<file path="config.mk">
export PLATFORM = sky130hd
export DESIGN_NAME = net_l2req_arb_flat
export DESIGN_NICKNAME = d
export VERILOG_FILES = /design/src/rtl/net_l2req_arb_if.sv /design/src/rtl/net_l2req_arb.sv /design/src/flat_wrapper.sv
export SDC_FILE = /design/constraint.sdc
export NUM_CORES = 1
export LEC_CHECK = 0
export ABC_AREA = 1
export BUFFER_PORTS_ARGS = -buffer_cell sky130_fd_sc_hd__buf_2
export CAP_MARGIN = 20
export CORE_ASPECT_RATIO = 0.6
export CORE_MARGIN = 5
export CORE_UTILIZATION = 30
export DETAILED_ROUTE_END_ITERATION = 10
export GPL_TIMING_DRIVEN = 0
export PLACE_DENSITY = 0.66
export SYNTH_ARGS = -nofsm -noshare
export SYNTH_HDL_FRONTEND = slang
export SYNTH_SLANG_ARGS = --single-unit
</file>
<file path="constraint.sdc">
create_clock -name clk -period 2.43 [get_ports clk]
set_input_delay 0.3645 -clock clk [delete_from_list [all_inputs] [get_ports clk]]
set_output_delay 0.3645 -clock clk [all_outputs]
set_load 0.1 [all_outputs]
</file>
<file path="src/rtl/net_l2req_arb_if.sv">
// Handshake bundle between the four L2 requesters, the arbiter and the
// directory side. Payloads are DATA_W-bit request words.
interface net_l2req_arb_if #(
  parameter int DATA_W = 32
);
  typedef logic [DATA_W-1:0] I_l2todr_req_type;

  // Requester side: index 0 = L2I, 1 = L2I TLB, 2 = L2D, 3 = L2D TLB
  logic [3:0]                   req_valid;
  logic [3:0]                   req_retry;
  logic [3:0][DATA_W-1:0]       req_data;

  // Directory side
  logic                         out_valid;
  logic                         out_retry;
  I_l2todr_req_type             out_req;
  logic [1:0]                   out_src;

  // Arbiter view
  modport master (
    input  req_valid, req_data, out_retry,
    output req_retry, out_valid, out_req, out_src
  );

  // Environment view (requesters + directory)
  modport slave (
    output req_valid, req_data, out_retry,
    input  req_retry, out_valid, out_req, out_src
  );
endinterface

</file>
<file path="src/rtl/net_l2req_arb.sv">
// net_l2req_arb: 4-way arbiter from the L2 request sources to the directory,
// with a single registered output slot (1-cycle latency, full throughput).
// Optional feature: define NET_L2REQ_ARB_TLBPRIO_EN to give TLB requesters
// (1, 3) priority over data requesters (0, 2), with a fairness counter that
// forces a data grant after FAIR_LIMIT TLB grants made while data waited.
module net_l2req_arb #(
  parameter int FAIR_LIMIT = 4,
  parameter int DATA_W     = 32
) (
  input  logic                  clk,
  input  logic                  reset,
  net_l2req_arb_if.master       bus
);

  typedef logic [DATA_W-1:0] req_t;

  // Range check on the fairness limit, evaluated at elaboration.
  if (FAIR_LIMIT < 1 || FAIR_LIMIT > 15) begin : g_bad_limit
    $error("net_l2req_arb: FAIR_LIMIT out of range 1..15");
  end

  logic [1:0] ptr_q, ptr_d;
  logic       out_valid_q, out_valid_d;
  req_t       out_req_q, out_req_d;
  logic [1:0] out_src_q, out_src_d;
  logic       can_load;
  logic       grant;
  logic [1:0] win;
  logic [2:0] pick;      // {found, index}
  logic [3:0] req_retry;

`ifdef NET_L2REQ_ARB_TLBPRIO_EN
  logic [3:0] fair_cnt_q, fair_cnt_d;
  logic [2:0] tlb_pick;
  logic [2:0] data_pick;
  logic       data_waiting;

  // Round-robin inside one class {lo = {0,cls}, hi = {1,cls}}. The shared
  // pointer's upper bit says which half was granted last, so the other
  // half of the class is preferred when both members are valid.
  function automatic logic [2:0] class_pick(input logic [3:0] mask,
                                            input logic       cls,
                                            input logic       last_hi);
    logic lo;
    logic hi;
    lo = mask[{1'b0, cls}];
    hi = mask[{1'b1, cls}];
    if (lo && (!hi || last_hi)) return {1'b1, 1'b0, cls};
    else if (hi)                return {1'b1, 1'b1, cls};
    else                        return 3'b000;
  endfunction
`else
  // First set bit of mask scanning last+1, last+2, last+3, last (mod 4).
  function automatic logic [2:0] rr_pick(input logic [3:0] mask,
                                         input logic [1:0] last);
    logic [2:0] r;
    logic [1:0] idx;
    r = 3'b000;
    for (int k = 4; k >= 1; k--) begin
      idx = last + 2'(k);
      if (mask[idx]) r = {1'b1, idx};
    end
    return r;
  endfunction
`endif

  // Winner selection, retry generation and next-state for the output slot.
  always_comb begin
    can_load    = !out_valid_q || !bus.out_retry;
    ptr_d       = ptr_q;
    out_valid_d = out_valid_q;
    out_req_d   = out_req_q;
    out_src_d   = out_src_q;
    req_retry   = 4'b1111;

`ifdef NET_L2REQ_ARB_TLBPRIO_EN
    fair_cnt_d   = fair_cnt_q;
    data_waiting = bus.req_valid[0] || bus.req_valid[2];
    tlb_pick     = class_pick(bus.req_valid, 1'b1, ptr_q[1]);
    data_pick    = class_pick(bus.req_valid, 1'b0, ptr_q[1]);
    if (fair_cnt_q == 4'(FAIR_LIMIT) && data_pick[2]) pick = data_pick;
    else if (tlb_pick[2])                              pick = tlb_pick;
    else                                               pick = data_pick;
`else
    pick = rr_pick(bus.req_valid, ptr_q);
`endif

    // No grants while held in reset: retry stays all ones.
    grant = reset && can_load && pick[2];
    win   = pick[1:0];

    if (grant) begin
      req_retry[win] = 1'b0;
      out_req_d      = bus.req_data[win];
      out_src_d      = win;
      out_valid_d    = 1'b1;
      ptr_d          = win;
`ifdef NET_L2REQ_ARB_TLBPRIO_EN
      if (!win[0])           fair_cnt_d = 4'd0;
      else if (data_waiting) fair_cnt_d = fair_cnt_q + 4'd1;
`endif
    end else if (can_load) begin
      out_valid_d = 1'b0;
    end
  end

  // State registers; reset discards any held request.
  always_ff @(posedge clk or negedge reset) begin
    if (!reset) begin
      ptr_q       <= 2'd3;
      out_valid_q <= 1'b0;
      out_req_q   <= '0;
      out_src_q   <= 2'd0;
`ifdef NET_L2REQ_ARB_TLBPRIO_EN
      fair_cnt_q  <= 4'd0;
`endif
    end else begin
      ptr_q       <= ptr_d;
      out_valid_q <= out_valid_d;
      out_req_q   <= out_req_d;
      out_src_q   <= out_src_d;
`ifdef NET_L2REQ_ARB_TLBPRIO_EN
      fair_cnt_q  <= fair_cnt_d;
`endif
    end
  end

  assign bus.req_retry = req_retry;
  assign bus.out_valid = out_valid_q;
  assign bus.out_req   = out_req_q;
  assign bus.out_src   = out_src_q;

endmodule

</file>
<file path="src/flat_wrapper.sv">
// flat-port wrapper written by rule: the top's interface ports become plain ports
module net_l2req_arb_flat 
#(
  parameter int FAIR_LIMIT = 4,
  parameter int DATA_W     = 32
)
  (clk, reset, bus_req_valid, bus_req_data, bus_out_retry, bus_req_retry, bus_out_valid, bus_out_req, bus_out_src);
  net_l2req_arb_if #(.DATA_W(DATA_W)) bus_i ();
  input  logic clk;
  input  logic reset;
  input wire logic [$bits(bus_i.req_valid)-1:0] bus_req_valid;
  input wire logic [$bits(bus_i.req_data)-1:0] bus_req_data;
  input wire logic [$bits(bus_i.out_retry)-1:0] bus_out_retry;
  output wire logic [$bits(bus_i.req_retry)-1:0] bus_req_retry;
  output wire logic [$bits(bus_i.out_valid)-1:0] bus_out_valid;
  output wire logic [$bits(bus_i.out_req)-1:0] bus_out_req;
  output wire logic [$bits(bus_i.out_src)-1:0] bus_out_src;
  assign bus_i.req_valid = bus_req_valid;
  assign bus_i.req_data = bus_req_data;
  assign bus_i.out_retry = bus_out_retry;
  assign bus_req_retry = bus_i.req_retry;
  assign bus_out_valid = bus_i.out_valid;
  assign bus_out_req = bus_i.out_req;
  assign bus_out_src = bus_i.out_src;
  net_l2req_arb #(.FAIR_LIMIT(FAIR_LIMIT), .DATA_W(DATA_W)) u_core (.clk(clk), .reset(reset), .bus(bus_i));
endmodule
</file>
======== Word-level counts from Yosys, hierarchy flattened ========
Index checks and enable logic that the tools add are counted.
storage, ports and cells
  register bits after elaboration ......... 37
  latch bits .............................. 0
  RAM bits ................................ 0
  ROM bits ................................ 0
  input port bits ......................... 135
  output and inout port bits .............. 39
  word-level logic and storage cells ...... 40
  memories kept ........................... 0
cells by class
  add/sub/neg operators ................... 3
  $mul .................................... 0
  div/mod/pow operators ................... 0
  order comparisons ....................... 6
  equality and inequality tests ........... 0
  shift-type cells ........................ 0
  multiplexer cells ....................... 19
  bitwise gates (word level) .............. 1
  reductions and logical operators ........ 7
operator list
  cell                                                               count
  binary-select mux 32 bit (select 2 bit)                            1
  2-to-1 mux 32 bit                                                  1
  less-than comparator 2 x 3 -> 1 bit, second input constant         5
  2-to-1 mux 3 bit                                                   4
  binary-select mux 1 bit (select 2 bit)                             4
  2-to-1 mux 1 bit                                                   7
  adder 2 bit, second input constant                                 2
  2-to-1 mux 4 bit                                                   1
  inverter 4 bit                                                     1
  logical AND 1 bit                                                  3
  adder 2 x 1 -> 2 bit, second input constant                        1
  demux 1 bit (select 2 bit)                                         1
  greater-or-equal comparator 2 x 1 -> 1 bit, second input constant  1
  zero test 1 bit                                                    2
  nonzero test 2 bit                                                 1
  logical OR 1 bit                                                   1

======== Depth between registers and ports, before layout ========
Gate-level depths: netlist of the first run.
  word-level depth ........................ 12
  gate-level depth with buffers ........... 17

======== Least setup slack after synthesis of the first run ========
Ideal clock, no wire load.
  kind .................................... register -> output
  from .................................... reg u_core.ptr_q[0]
  to ...................................... out bus_req_retry[1]
  data arrival time ....................... 2.186 ns
  path slack .............................. -0.120 ns
  cell stages (with the launch flop) ...... 14
  cells stage by stage .................... dfstp_2 buf_6 inv_4 nand2_1 nand2_1 nand2_1 nand2_1 nand2_2 nand2_1 nand2_2 buf_4 buf_2 a21oi_1 nand2_1
on the way
  longest elaborated chain between the ends .. 12
  elaborated cells on any way between the ends .. 23
ends and longest elaborated chain
  what                                                                                                                            line                                      source
  start: declaration                                                                                                              net_l2req_arb.sv:22                       logic [1:0] ptr_q, ptr_d;
  start signal: assignment                                                                                                        net_l2req_arb.sv:118                      ptr_q <= ptr_d;
  adder 2 bit / binary-select mux 1 bit (select 2 bit) (equally long branches)                                                    net_l2req_arb.sv:60, net_l2req_arb.sv:61
  binary-select mux 1 bit (select 2 bit) / 2-to-1 mux 1 bit (equally long branches)                                               net_l2req_arb.sv:61                       if (mask[idx]) r = {1'b1, idx};
  2-to-1 mux 1 bit (not written as such) / 2-to-1 mux 3 bit (equally long branches)                                               net_l2req_arb.sv:61
  2-to-1 mux 3 bit (2 in series)                                                                                                  net_l2req_arb.sv:61
  2-to-1 mux 3 bit (*)                                                                                                            net_l2req_arb.sv:61
  less-than comparator 2 x 3 -> 1 bit (not written as such) / greater-or-equal comparator 2 x 1 -> 1 bit (equally long branches)  net_l2req_arb.sv:93                       req_retry[win] = 1'b0;
  logical AND 1 bit (not written as such)                                                                                         net_l2req_arb.sv:93
  2-to-1 mux 1 bit (not written as such)                                                                                          net_l2req_arb.sv:93
  demux 1 bit (select 2 bit)                                                                                                      --
  inverter 4 bit (no line)                                                                                                        --
  2-to-1 mux 4 bit (*)                                                                                                            net_l2req_arb.sv:92                       if (grant) begin
  end: declaration                                                                                                                flat_wrapper.sv:14                        output wire logic [$bits(bus_i.req_retry)-1:0] bus_req_retry;
Mark *: on every way between the ends. The rest lies on a longest branch, timed or not. The select of a mux whose other input is x is not followed.

======== Worst setup path in the final report of the first run ========
  from .................................... reg u_core.ptr_q[0]
  to ...................................... out bus_req_retry[0]
Same word-level chain as after synthesis.

==> results of run 1 <==
==> placed cells by master (no fill, tap or decap), types with 3 or more instances in the layout <==
| cell | n |
|---|---|
| sky130_fd_sc_hd__nand2_1 | 200 |
| sky130_fd_sc_hd__buf_4 | 21 |
| sky130_fd_sc_hd__clkbuf_16 | 5 |
| sky130_fd_sc_hd__inv_1 | 132 |
| sky130_fd_sc_hd__nand3_1 | 131 |
| sky130_fd_sc_hd__nand2_4 | 12 |
| sky130_fd_sc_hd__clkbuf_4 | 4 |
| sky130_fd_sc_hd__dfrtp_1 | 35 |
| sky130_fd_sc_hd__buf_12 | 6 |
| sky130_fd_sc_hd__nor2_1 | 3 |
| sky130_fd_sc_hd__nand2_2 | 18 |
| sky130_fd_sc_hd__buf_2 | 186 |
| sky130_fd_sc_hd__buf_6 | 5 |
==> per-layer routing <==
layer / vias to the layer above / track usage [%] / share of wire [%]
li1: 2128 / - / -
met1: 1846 / 27.3 / 46
met2: 193 / 28.5 / 40
met3: 9 / 7.57 / 14
met4: 0 / 2.80 / 0.71
met5: - / 0 / 0
==> how the worst min path moves through the flow <==
| stage | end | cells after the start | from | slack (ps) |
|---|---|---|---|---|
| CTS | u_core.bus.out_req[11] | 1 | reset | 250 |
| floorplan | u_core.bus.out_req[0] | 0 | reset | 70 |
| finish | u_core.bus.out_req[12] | 1 | reset | 220 |
| global placement | u_core.bus.out_req[15] | 2 | u_core.bus.out_req[15] | 460 |
| global route | u_core.bus.out_req[12] | 1 | reset | 290 |
| detailed placement | u_core.bus.out_req[29] | 2 | u_core.bus.out_req[29] | 460 |
==> layout make-up <==
| type | instances | area share, % |
|---|---|---|
| Multi-Input combinational cell | 376 | 36.9 |
| Timing Repair Buffer | 193 | 22.1 |
| Sequential cell | 37 | 19.0 |
| Inverter | 137 | 10.8 |
| Buffer | 32 | 4.91 |
| Tap cell | 139 | 3.55 |
| Clock buffer | 7 | 2.71 |
| Clock inverter | 1 | 0.153 |
==> state kept, by name (all words and copies together) (netlist names) <==
name / count
u_core.ptr_q: 2
u_core.bus.out_src: 2
u_core.bus.out_valid: 1
u_core.bus.out_req: 32
==> kinds of logic (layout without fill, tap and decap cells) <==
kind of cell	Yosys count	after routing	share of synthesized area (%)
and+or+nand+nor	370	370	48.7
buffers and inverters	172	370	21.7
DFF	37	37	28.5
AOI/OAI and AO/OA	6	6	1.04
==> per-stage QoR <==
| stage | worst slack, ps | utilization [%] | setup TNS [ps] | area (µm²) |
|---|---|---|---|---|
| 6_report | -118 | 46.2 | -410 | 4900 |
| 2_1_floorplan | -120 | - | -464 | 3250 |
| 4_1_cts | -35.3 | 45.2 | -123 | 4790 |
| 3_5_place_dp | -199 | 40.5 | -756 | 4290 |
| 3_3_place_gp | -203 | 40.5 | -779 | 4290 |
| 5_1_grt | -183 | 46.2 | -795 | 4900 |
==> worst max-delay path, stage by stage, from the launching register on <==
cell and delay (ps):
sky130_fd_sc_hd__dfstp_2 530, sky130_fd_sc_hd__buf_8 150, sky130_fd_sc_hd__inv_8 60, sky130_fd_sc_hd__nand2_2 80, sky130_fd_sc_hd__nand2_4 70, sky130_fd_sc_hd__nand2_2 110, sky130_fd_sc_hd__nand2_4 60, sky130_fd_sc_hd__buf_4 130
sky130_fd_sc_hd__buf_4 130, sky130_fd_sc_hd__o21ai_4 200, sky130_fd_sc_hd__buf_6 150, sky130_fd_sc_hd__nand2_2 70, sky130_fd_sc_hd__buf_12 170
==> timing repair <==
| item | CTS | global route |
|---|---|---|
| pin swaps | 17 | 12 |
| resized for setup | 63 | 30 |
| endpoints found under the hold margin | 0 | 0 |
| setup buffers | 19 | 1 |
| setup endpoints to repair | 4 | 34 |
==> results.md, run 1 <==
Placed design:
- The HPWL after detailed placement is roughly 9400 µm.
- The global placement routability congestion is 0.861.
- The port buffer count is around 170.
- The placed cell count is between 800 and 900.

Global route:
- The number of antenna violations at the first check in global routing is 0.
- Entering global routing, the biggest net connects 39 pins.
- The overflow left after global routing is 0.
- Global routing consumed, over all layers together, 19.3% of the routing resources.
- The via count of the first global-routing pass is between 4000 and 5000.
- The first global-routing pass estimated 20300 µm of wire.

Clock network:
- The H-tree was split into 2 levels.
- The TritonCTS sink count is 37.
- After clock tree synthesis, the flow added hold-fix buffers numbering 0.
- Clock latency on the worst-skew pair, taken at its later pin, is roughly 270 ps.
- The TritonCTS buffer count is 5.
- The clock input transition at the sequential cells of the worst setup and hold paths is roughly 60 ps.
- The worst-case clock buffer depth is 2.
- TritonCTS built the clock tree.
- The root cell of the clock tree is sky130_fd_sc_hd__clkbuf_16.

Yosys:
- The fraction of post-synthesis cell area in the top cell type by area is about 27%.
- By count the netlist is led by sky130_fd_sc_hd__nand2_1, sky130_fd_sc_hd__nand3_1, sky130_fd_sc_hd__inv_1.
- Of the synthesized area, sequential elements account for 28.5%.
- The number of warnings issued by yosys is 0.
- In this run, distinct cell masters in the synthesized netlist total 21.
- Synthesis inferred 37 register bits.
- Among all cell types in the netlist, the one instantiated most often is sky130_fd_sc_hd__nand2_1.
- The number of instances in the synthesized netlist is 585.
- In this run the cell area of the synthesized design comes to around 3300 µm².
- Ranked by total cell area, the synthesized netlist is headed by sky130_fd_sc_hd__dfrtp_1, sky130_fd_sc_hd__nand2_1, sky130_fd_sc_hd__nand3_1.
- The share of flip-flops with an asynchronous set or reset after synthesis is 100%.
- In the synthesized netlist the dominant register cell turns out to be sky130_fd_sc_hd__dfrtp_1.
- A synthesized cell averages 5.56 µm².
- The cell type with the largest total area after synthesis is sky130_fd_sc_hd__dfrtp_1.
- In this run, synthesis inferred 0 flip-flops with an integrated enable.
- The synthesized net count is 720.

Hold path:
- The class of the tightest hold or removal check is input pin to async pin.

Worst setup path:
- The capturing element of the worst setup path is bus_req_retry[0].
- The critical path in this run is classified as register to output pin.
- Data on the critical path is required at its endpoint by 2070 ps.
- The kind of end point of the critical path is an output pin.
- Along the worst path, the maximum fanout reaches 8.
- The arrival time reported for the critical path endpoint is 2180 ps.
- The endpoint of the lowest-slack register-to-register path is u_core.bus.out_req[27].
- For the worst flop-to-flop path, the logic depth is 15.
- The startpoint of the most critical setup path is u_core.ptr_q[0].
- STA classifies the critical path startpoint as a register.
- The register-to-register setup slack is between 100 and 150 ps.
- The beginning of the worst register-to-register path is u_core.ptr_q[0].

Detailed routing:
- The detailed router finished its first iteration with around 200 violations.
- After detailed routing, the average wire length per cell comes to between 10 and 15 µm.
- The remaining antenna violation count after routing is 0.
- In the routed layout, each cell is associated on average with a via count of between 4 and 5.
- The detailed router placed ~4200 vias in this run.
- The sum of routed wire length over all layers is 12900 µm.
- The pre-antenna-repair detailed-routing pass consisted of 4 iterations.
- For this run, design rule violations remaining after detail routing come to 0.

STA:
- The total count of hold-check failures in the final report came to 0.
- After layout, the minimum clock period comes to roughly 2500 ps.
- Derived from the worst setup path, the maximum achievable clock frequency is 393 MHz.
- Setup violations remaining at the end of the flow were counted as 4.
- Hold is met by between 200 and 250 ps.
- The count of final max-slew check failures came to 0.
- The transition time of the tightest slew-check pin is about 910 ps.
- Clock skew on the completed layout was measured at 1.63 ps.
- Setup repair after global routing could not meet its margin everywhere.
- In the post-route analysis, the smallest setup slack over all paths is -118 ps.
- The part of the cycle the worst path needs is 105%.
- The remaining max-slew budget at the tightest pin is about two fifths.

Cells and area:
- The multi-input combinational cells in the finished layout cover a total of 1810 µm².
- The total inserted antenna cells is 0.
- Across the whole layout, storage elements account for between 900 and 1000 µm².
- For this run, the post-layout net count is slightly above 900.
- After filler insertion, the fill cell instance count of the layout stands at approximately 1100.
- The area growth from synthesis to layout is 50.5%.
- For this run, the number of standard cells in the final layout without fillers is around 920.
- Cells with a size suffix above 1 make up roughly 35% of the layout.

Die:
- The floorplan die height is approximately 90 µm.
- In this run the count of I/O pins placed on the die edge is around 170.
- The floorplan step defined a die boundary enclosing 13100 µm².
- The initial utilization of the core area, before any placement, comes to between 30% and 40%.
- The die is 144 µm wide.
- The site row count is 29.
- The core region is ~11000 µm².

Outcome:
- The run finished, with violations left.
- The checks that failed: setup timing.

Run:
- The number of maximum-capacitance violations is 0.
Power of run 1 is not shown: default switching activity piles up to over one toggle a cycle in this logic, so the estimate is an artifact.
==> run 2: changes to the inputs <==
--- a/config.mk
+++ b/config.mk
@@ -12,7 +12,6 @@
 export CORE_MARGIN = 5
 export CORE_UTILIZATION = 30
 export DETAILED_ROUTE_END_ITERATION = 10
-export GPL_TIMING_DRIVEN = 0
 export PLACE_DENSITY = 0.66
 export SYNTH_ARGS = -nofsm -noshare
 export SYNTH_HDL_FRONTEND = slang
==> run 2 against run 1 <==
The flow now finishes without violations. Core utilization decreased by 2.4 points. Sequential share of layout area increased by 1.0 points. Hold slack improved by 5.7 ps. First-iteration DRC count decreased by 4.0%. Die area unchanged. Highest routed layer unchanged.
==> results.md, run 2 (synthesized netlist as in run 1, its figures left out) <==
Outcome:
- The flow ran to the end, and the final reports show no timing, DRC or antenna violations.

Die:
- The die extent in x was 144 µm (unchanged).
- The floorplan die height is 90.7 µm (unchanged).
- The core outline area is 10600 µm² (unchanged).
- The initial cell density of the core came to 30.7% (unchanged).
- The site row count was 29 (unchanged).
- The area of the die was 13100 µm² (unchanged).
- The number of top-level pins is 174 (unchanged).

Worst setup path:
- The capturing element of the worst setup path is bus_req_retry[1].
- Tracing the worst setup path back leads to its startpoint at u_core.ptr_q[0].
- The sort of element at the start of the critical path is a register.
- In this run the critical register-to-register path is launched from u_core.ptr_q[0].
- The worst setup path is captured at an output pin.
- The top fanout value on the critical path is 8 (unchanged).
- The arrival time reported for the critical path endpoint is 2060 ps (-120 ps).
- The worst register-to-register path ends at u_core.bus.out_req[11].
- The logic depth of the worst register-to-register path is 16 (+1).
- The data required time of the critical path was 2070 ps (about the same).
- The register-to-register setup slack came to 190 ps (+80 ps).
- The worst setup path category is register to output pin.

Clock network:
- The TritonCTS sink count was 37 (unchanged).
- The TritonCTS buffer count is 5 (unchanged).
- The CTS tree is built.
- The later-pin clock latency in the skew report is 280 ps (about the same).
- The root buffer cell chosen for the clock tree is sky130_fd_sc_hd__clkbuf_16.
- The count of H-tree levels built during CTS is 2 (unchanged).
- The clock input transition at the sequential cells of the worst setup and hold paths is 60 ps (about the same).
- The worst-case clock buffer depth is 2 (unchanged).
- The number of hold buffers added after cts is 0 (unchanged).

STA:
- The transition time of the tightest slew-check pin was 510 ps (-398 ps).
- Setup repair after global routing could not meet its margin everywhere.
- The remaining max-slew budget at the tightest pin is 66.0% (+27 points).
- The total count of hold-check failures in the final report is 0 (unchanged).
- The count of final max-slew check failures was 0 (unchanged).
- The setup-violating endpoint count in the final report is 0 (-4).
- The maximum frequency from static timing analysis is 412 MHz (+5.0%).
- The total negative setup slack was 0 ps (+410 ps).
- The clock period minus final worst setup slack is 2430 ps (-122 ps).
- The worst setup skew after layout is 7.64 ps (+6.00 ps).
- The part of the cycle the worst path needs came to 99.8% (-5.0 points).

Cells and area:
- The number of flip-flops in the largest register came to 32 (unchanged).
- The synthesis-to-finish area growth is 42.8%.
- The number of standard cells in the layout, taps in and fillers out is 896 (-2.8%).
- The top cell types in the final layout, fill and taps aside, are sky130_fd_sc_hd__nand2_1, sky130_fd_sc_hd__buf_2, sky130_fd_sc_hd__inv_1.
- The final layout net count is 889 (-3.1%).
- The fraction of layout instances using a drive strength above 1 came to 31.9% (-3.5 points).
- The final-layout fill cell count is 1183 (+3.0%).
- The library cell used most frequently in the layout, excluding fill and tap cells, is sky130_fd_sc_hd__nand2_1.

Global route:
- The pin count of the biggest net entering global routing is 65 (+67%).
- The global-route wire length before repair came to 18600 µm (-8.4%).
- The global routing usage summed across all routing layers is 17.6% (-1.8 points).
- The overflow left after global routing is 0 (unchanged).
- The via count of the first global-routing pass was 3708 (-8.0%).
- The number of antenna violations at the first check in global routing is 0 (unchanged).

Detailed routing:
- The sum of routed wire length over all layers is 11800 µm (-8.4%).
- The detailed-route wire length per cell came to 13.2 µm (-5.7%).
- The average vias per placed instance is 4.37 (-3.6%).
- The DRC violations left came to 0 (unchanged).
- The violation count after the first detailed-routing iteration is 193 (-4.0%).
- The remaining antenna violation count after routing was 0 (unchanged).
- The length of the first detailed-routing pass in iterations was 5 (+1).
- The detailed-route via count is 3913 (-6.3%).

Run:
- The number of maximum-capacitance violations is 0 (unchanged).

Placed design:
- The placed cell count is 876 (-2.3%).
- The port buffer count came to 173 (unchanged).
- The HPWL after detailed placement is 8690 µm (-7.5%).
- The global placement routability congestion was 0.869 (+1.0%).

Hold path:
- In this run the worst hold path is classified as input pin to async pin.
## run 2: cell count changes in the layout (fill, tap and decap cells not counted), sizes merged
| cell | previous run | this run |
|---|---|---|
| buf | 219 | 197 |
| clkbuf | 13 | 5 |
| clkinv | 0 | 2 |
| diode | 0 | 2 |
| clkinvlp | 2 | 1 |
| inv | 136 | 137 |
## run 2: layout make-up
type | instances | area [µm²] | share of cell area (%)
multi-input cells | 376 | 1730 | 37.2
diodes | 2 | 5.00 | 0.108
clock inverters | 3 | 21.3 | 0.458
clock buffers | 5 | 125 | 2.69
inverters | 137 | 519 | 11.2
well taps | 139 | 174 | 3.74
repair buffers | 197 | 1140 | 24.6
flip-flops and latches | 37 | 928 | 20.0
## run 2: worst max-delay path, cell delays in order, from the launching register on
cell and delay [ps]:
sky130_fd_sc_hd__dfstp_2 640, sky130_fd_sc_hd__nand2_1 100, sky130_fd_sc_hd__o21ai_2 90, sky130_fd_sc_hd__nand2_1 100
sky130_fd_sc_hd__nand2_1 80, sky130_fd_sc_hd__nand2_2 80, sky130_fd_sc_hd__nand2_2 80, sky130_fd_sc_hd__nand2_4 70
sky130_fd_sc_hd__buf_4 140, sky130_fd_sc_hd__a21oi_4 140, sky130_fd_sc_hd__nand2_2 80, sky130_fd_sc_hd__buf_12 170
## run 2: how the worst min path moves through the flow
stage,endpoint,slack [ps],cells after the start
finish,u_core.bus.out_req[13],220,2
global route,u_core.bus.out_req[13],270,2
CTS,u_core.bus.out_req[13],240,2
detailed placement,u_core.bus.out_req[26],460,2
global placement,u_core.bus.out_req[30],460,2
floorplan,u_core.bus.out_req[0],70,0
## run 2: routing by layer
metal | GRT usage (%) | routed length (µm) | vias to the layer above
li1 | - | - | 2073
met1 | 25.6 | 5630 | 1671
met2 | 24.6 | 4670 | 161
met3 | 6.56 | 1390 | 8
met4 | 3.57 | 108 | 0
met5 | 0 | 0 | -
## run 2: through the flow
step           area [µm²]  hold WS, ps  utilization (%)  setup slack (ps)
3_3_place_gp         4310          461             40.6               198
2_1_floorplan        3250         68.9                -              -120
6_report             4640          224             43.8              4.03
4_1_cts              4510          243             42.6              8.17
5_1_grt              4640          273             43.8              -102
3_5_place_dp         4310          462             40.6               179
## run 2: repair_timing
action,in CTS,in global routing
resized for setup,5,25
endpoints found under the hold margin,0,0
pin swaps,5,8
setup endpoints to repair,4,25
setup buffers,5,5
cloned,0,0
Power of run 2 is left out for the same reason.
==> run 3: changes to the inputs <==
--- a/config.mk
+++ b/config.mk
@@ -10,9 +10,9 @@
 export CAP_MARGIN = 20
 export CORE_ASPECT_RATIO = 0.6
 export CORE_MARGIN = 5
-export CORE_UTILIZATION = 30
+export CORE_UTILIZATION = 46
 export DETAILED_ROUTE_END_ITERATION = 10
-export PLACE_DENSITY = 0.66
+export PLACE_DENSITY = 0.91
 export SYNTH_ARGS = -nofsm -noshare
 export SYNTH_HDL_FRONTEND = slang
 export SYNTH_SLANG_ARGS = --single-unit
==> run 3 against run 2 <==
Routed wire length decreased by 5.6%. Flip-flop and latch count unchanged. Count of clock-buffer cells in the layout rose by 2. Register-to-register slack worse by 90 ps. Non-clock buffer count stayed put. The flow now finishes with violations (setup timing). Core utilization grew 25 points. Critical path depth rose by 1. Clock skew decreased by 4.3 ps. Via count is 5.9% higher.
==> results.md, run 3 (synthesized netlist as in run 1, its figures left out) <==
Worst setup path:
- The critical path starts at u_core.ptr_q[0].
- The data required time of the critical path is 2070 ps (about the same).
- The arrival time reported for the critical path endpoint is 2100 ps (+40 ps).
- The worst setup path category is register to output pin.
- The top fanout value on the critical path is 8 (unchanged).
- Traced cell by cell, the critical path runs through clkinv_4, nand2_2, nand2_4, nand2_2, nand2_4, inv_4, nand2_2, nand2_4, nand2_4, nor2_4, nand2_2, buf_12.
- STA classifies the critical path startpoint as a register.
- The delay of the slowest cell on the worst path is 630 ps (about the same).
- The kind of end point of the critical path is an output pin.
- The beginning of the worst register-to-register path is u_core.ptr_q[0].
- The slowest stage of the critical path is the sky130_fd_sc_hd__dfstp_2 cell.

Cells and area:
- The number of standard cells in the layout, taps in and fillers out came to 842 (-6.0%).
- Leaving out fill and tap cells, the most frequent cell in the layout is sky130_fd_sc_hd__nand2_1.
- The fraction of layout instances using a drive strength above 1 is 32.1% (+0.13 points).
- The final standard cell area without fillers is 4630 µm² (-0.38%).
- The final layout net count is 889 (unchanged).
- The library cells used most frequently in the layout, excluding fill and tap cells, are sky130_fd_sc_hd__nand2_1, sky130_fd_sc_hd__buf_2, sky130_fd_sc_hd__inv_1.
- The number of flip-flops in the largest register was 32 (unchanged).
- The total inserted antenna cells came to 0 (-2).
- Relative to the synthesized area, the layout overhead comes to 42.2%.

Die:
- The number of top-level pins is 174 (unchanged).
- The area of the die is 8910 µm² (-32%).
- The site row count is 23 (-21%).
- The die extent in x is 119 µm (-18%).
- The core outline area is 6760 µm² (-36%).
- The floorplan die height is 75.1 µm (-17%).
- The initial cell density of the core was 48.1% (+17 points).

Clock network:
- In this run the clock root is driven by a sky130_fd_sc_hd__clkbuf_16.
- The TritonCTS buffer count came to 5 (unchanged).
- The count of H-tree levels built during CTS is 2 (unchanged).
- The worst-case clock buffer depth is 2 (unchanged).
- The later-pin clock latency in the skew report is 280 ps (about the same).
- The clock input transition at the sequential cells of the worst setup and hold paths came to 60 ps (about the same).
- The TritonCTS sink count was 37 (unchanged).
- The CTS tree is built.
- The number of hold buffers added after cts is 0 (unchanged).

STA:
- The minimum setup slack in the final design was -33.8 ps (-37.8 ps).
- The setup-violating endpoint count in the final report was 4 (+4).
- The remaining max-slew budget at the tightest pin is 66.7% (+0.65 points).
- The part of the cycle the worst path needs is 101% (+1.6 points).
- The worst-case hold slack came to 208 ps (-15.2 ps).
- The worst setup skew after layout is 3.31 ps (-4.33 ps).
- The count of final max-slew check failures is 0 (unchanged).
- The clock period minus final worst setup slack is 2460 ps (+37.8 ps).
- Setup repair after global routing could not meet its margin everywhere.
- The transition time of the tightest slew-check pin is 504 ps (-6.33 ps).
- The maximum frequency from static timing analysis is 406 MHz (-1.5%).
- The total count of hold-check failures in the final report was 0 (unchanged).

Global route:
- The pin count of the biggest net entering global routing came to 38 (-42%).
- The global routing usage summed across all routing layers is 24.8% (+7.2 points).
- The overflow left after global routing is 0 (unchanged).
- The number of antenna violations at the first check in global routing was 0 (unchanged).
- The via count of the first global-routing pass was 3857 (+4.0%).
- The global-route wire length before repair came to 18200 µm (-2.3%).

Outcome:
- The checks that failed: setup timing.
- The flow ran to the end, but the final reports show violations.

Detailed routing:
- The detailed-route wire length per cell is 13.2 µm (+0.46%).
- The violation count after the first detailed-routing iteration came to 284 (+47%).
- The average vias per placed instance is 4.92 (+13%).
- The DRC violations left is 0 (unchanged).
- The detailed-route via count is 4144 (+5.9%).
- The length of the first detailed-routing pass in iterations came to 5 (unchanged).
- The remaining antenna violation count after routing came to 0 (unchanged).
- The sum of routed wire length over all layers was 11100 µm (-5.6%).

Placed design:
- The worst setup timing slack at the placement stage is 182 ps (+3.06 ps).
- The HPWL after detailed placement is 8480 µm (-2.4%).
- The port buffer count is 173 (unchanged).
- The area after detailed placement came to 4210 µm² (-2.3%).
- The global placement routability congestion is 0.946 (+8.8%).
- The placed cell count is 827 (-5.6%).

Run:
- The number of maximum-capacitance violations is 0 (unchanged).

Hold path:
- The path class of the tightest hold or removal check is input pin to async pin.
[run 3: critical path, delay by kind of cell, from the launching register on]
family,cells,cell delay (ps)
AND/OR/NAND/NOR,9,800
flip-flops,1,630
buffers and inverters,3,380
[run 3: cell type report]
class                      instances  area, µm²
clock buffer                       7        143
clock inverter                     1       30.0
fill                             560       2140
inverter                         137        522
multi-input combinational        376       1770
sequential                        37        928
tap                               87        109
timing repair buffer             197       1130
[run 3: path summary, 6_finish.rpt]
check                           slack [ps]                endpoint  cells past startpoint
worst max-delay path                   -30        bus_req_retry[0]                     12
worst min-delay path                   210  u_core.bus.out_req[19]                      2
worst max register to register         100   u_core.bus.out_src[0]                     13
worst min register to register         480  u_core.bus.out_req[18]                      2
max in group asynchronous             1870         u_core.ptr_q[1]                      2
min in group clk                       380    u_core.bus.out_valid                      3
[run 3: routing by layer]
layer  track usage (%)  vias to the layer above  wire [µm]
met2              41.4                      226       5050
met4              5.41                        0        138
li1                  -                     2071          -
met1              32.9                     1835       4720
met3              6.46                       12       1230
met5                 0                        -          0
[run 3: per-stage QoR]
step | utilization (%) | TNS, ps
after floorplan | - | -464
after global placement | 62.2 | 0
after detailed placement | 62.2 | 0
after CTS | 65.3 | 0
after global routing | 68.4 | -1590
final | 68.4 | -58.6
[run 3: timing repair]
item / 4_1_cts / 5_1_grt
endpoints found under the setup margin: 4 / 24
setup buffers: 2 / 5
pin swaps: 2 / 15
resized for setup: 6 / 41
Power of run 3 is left out for the same reason.
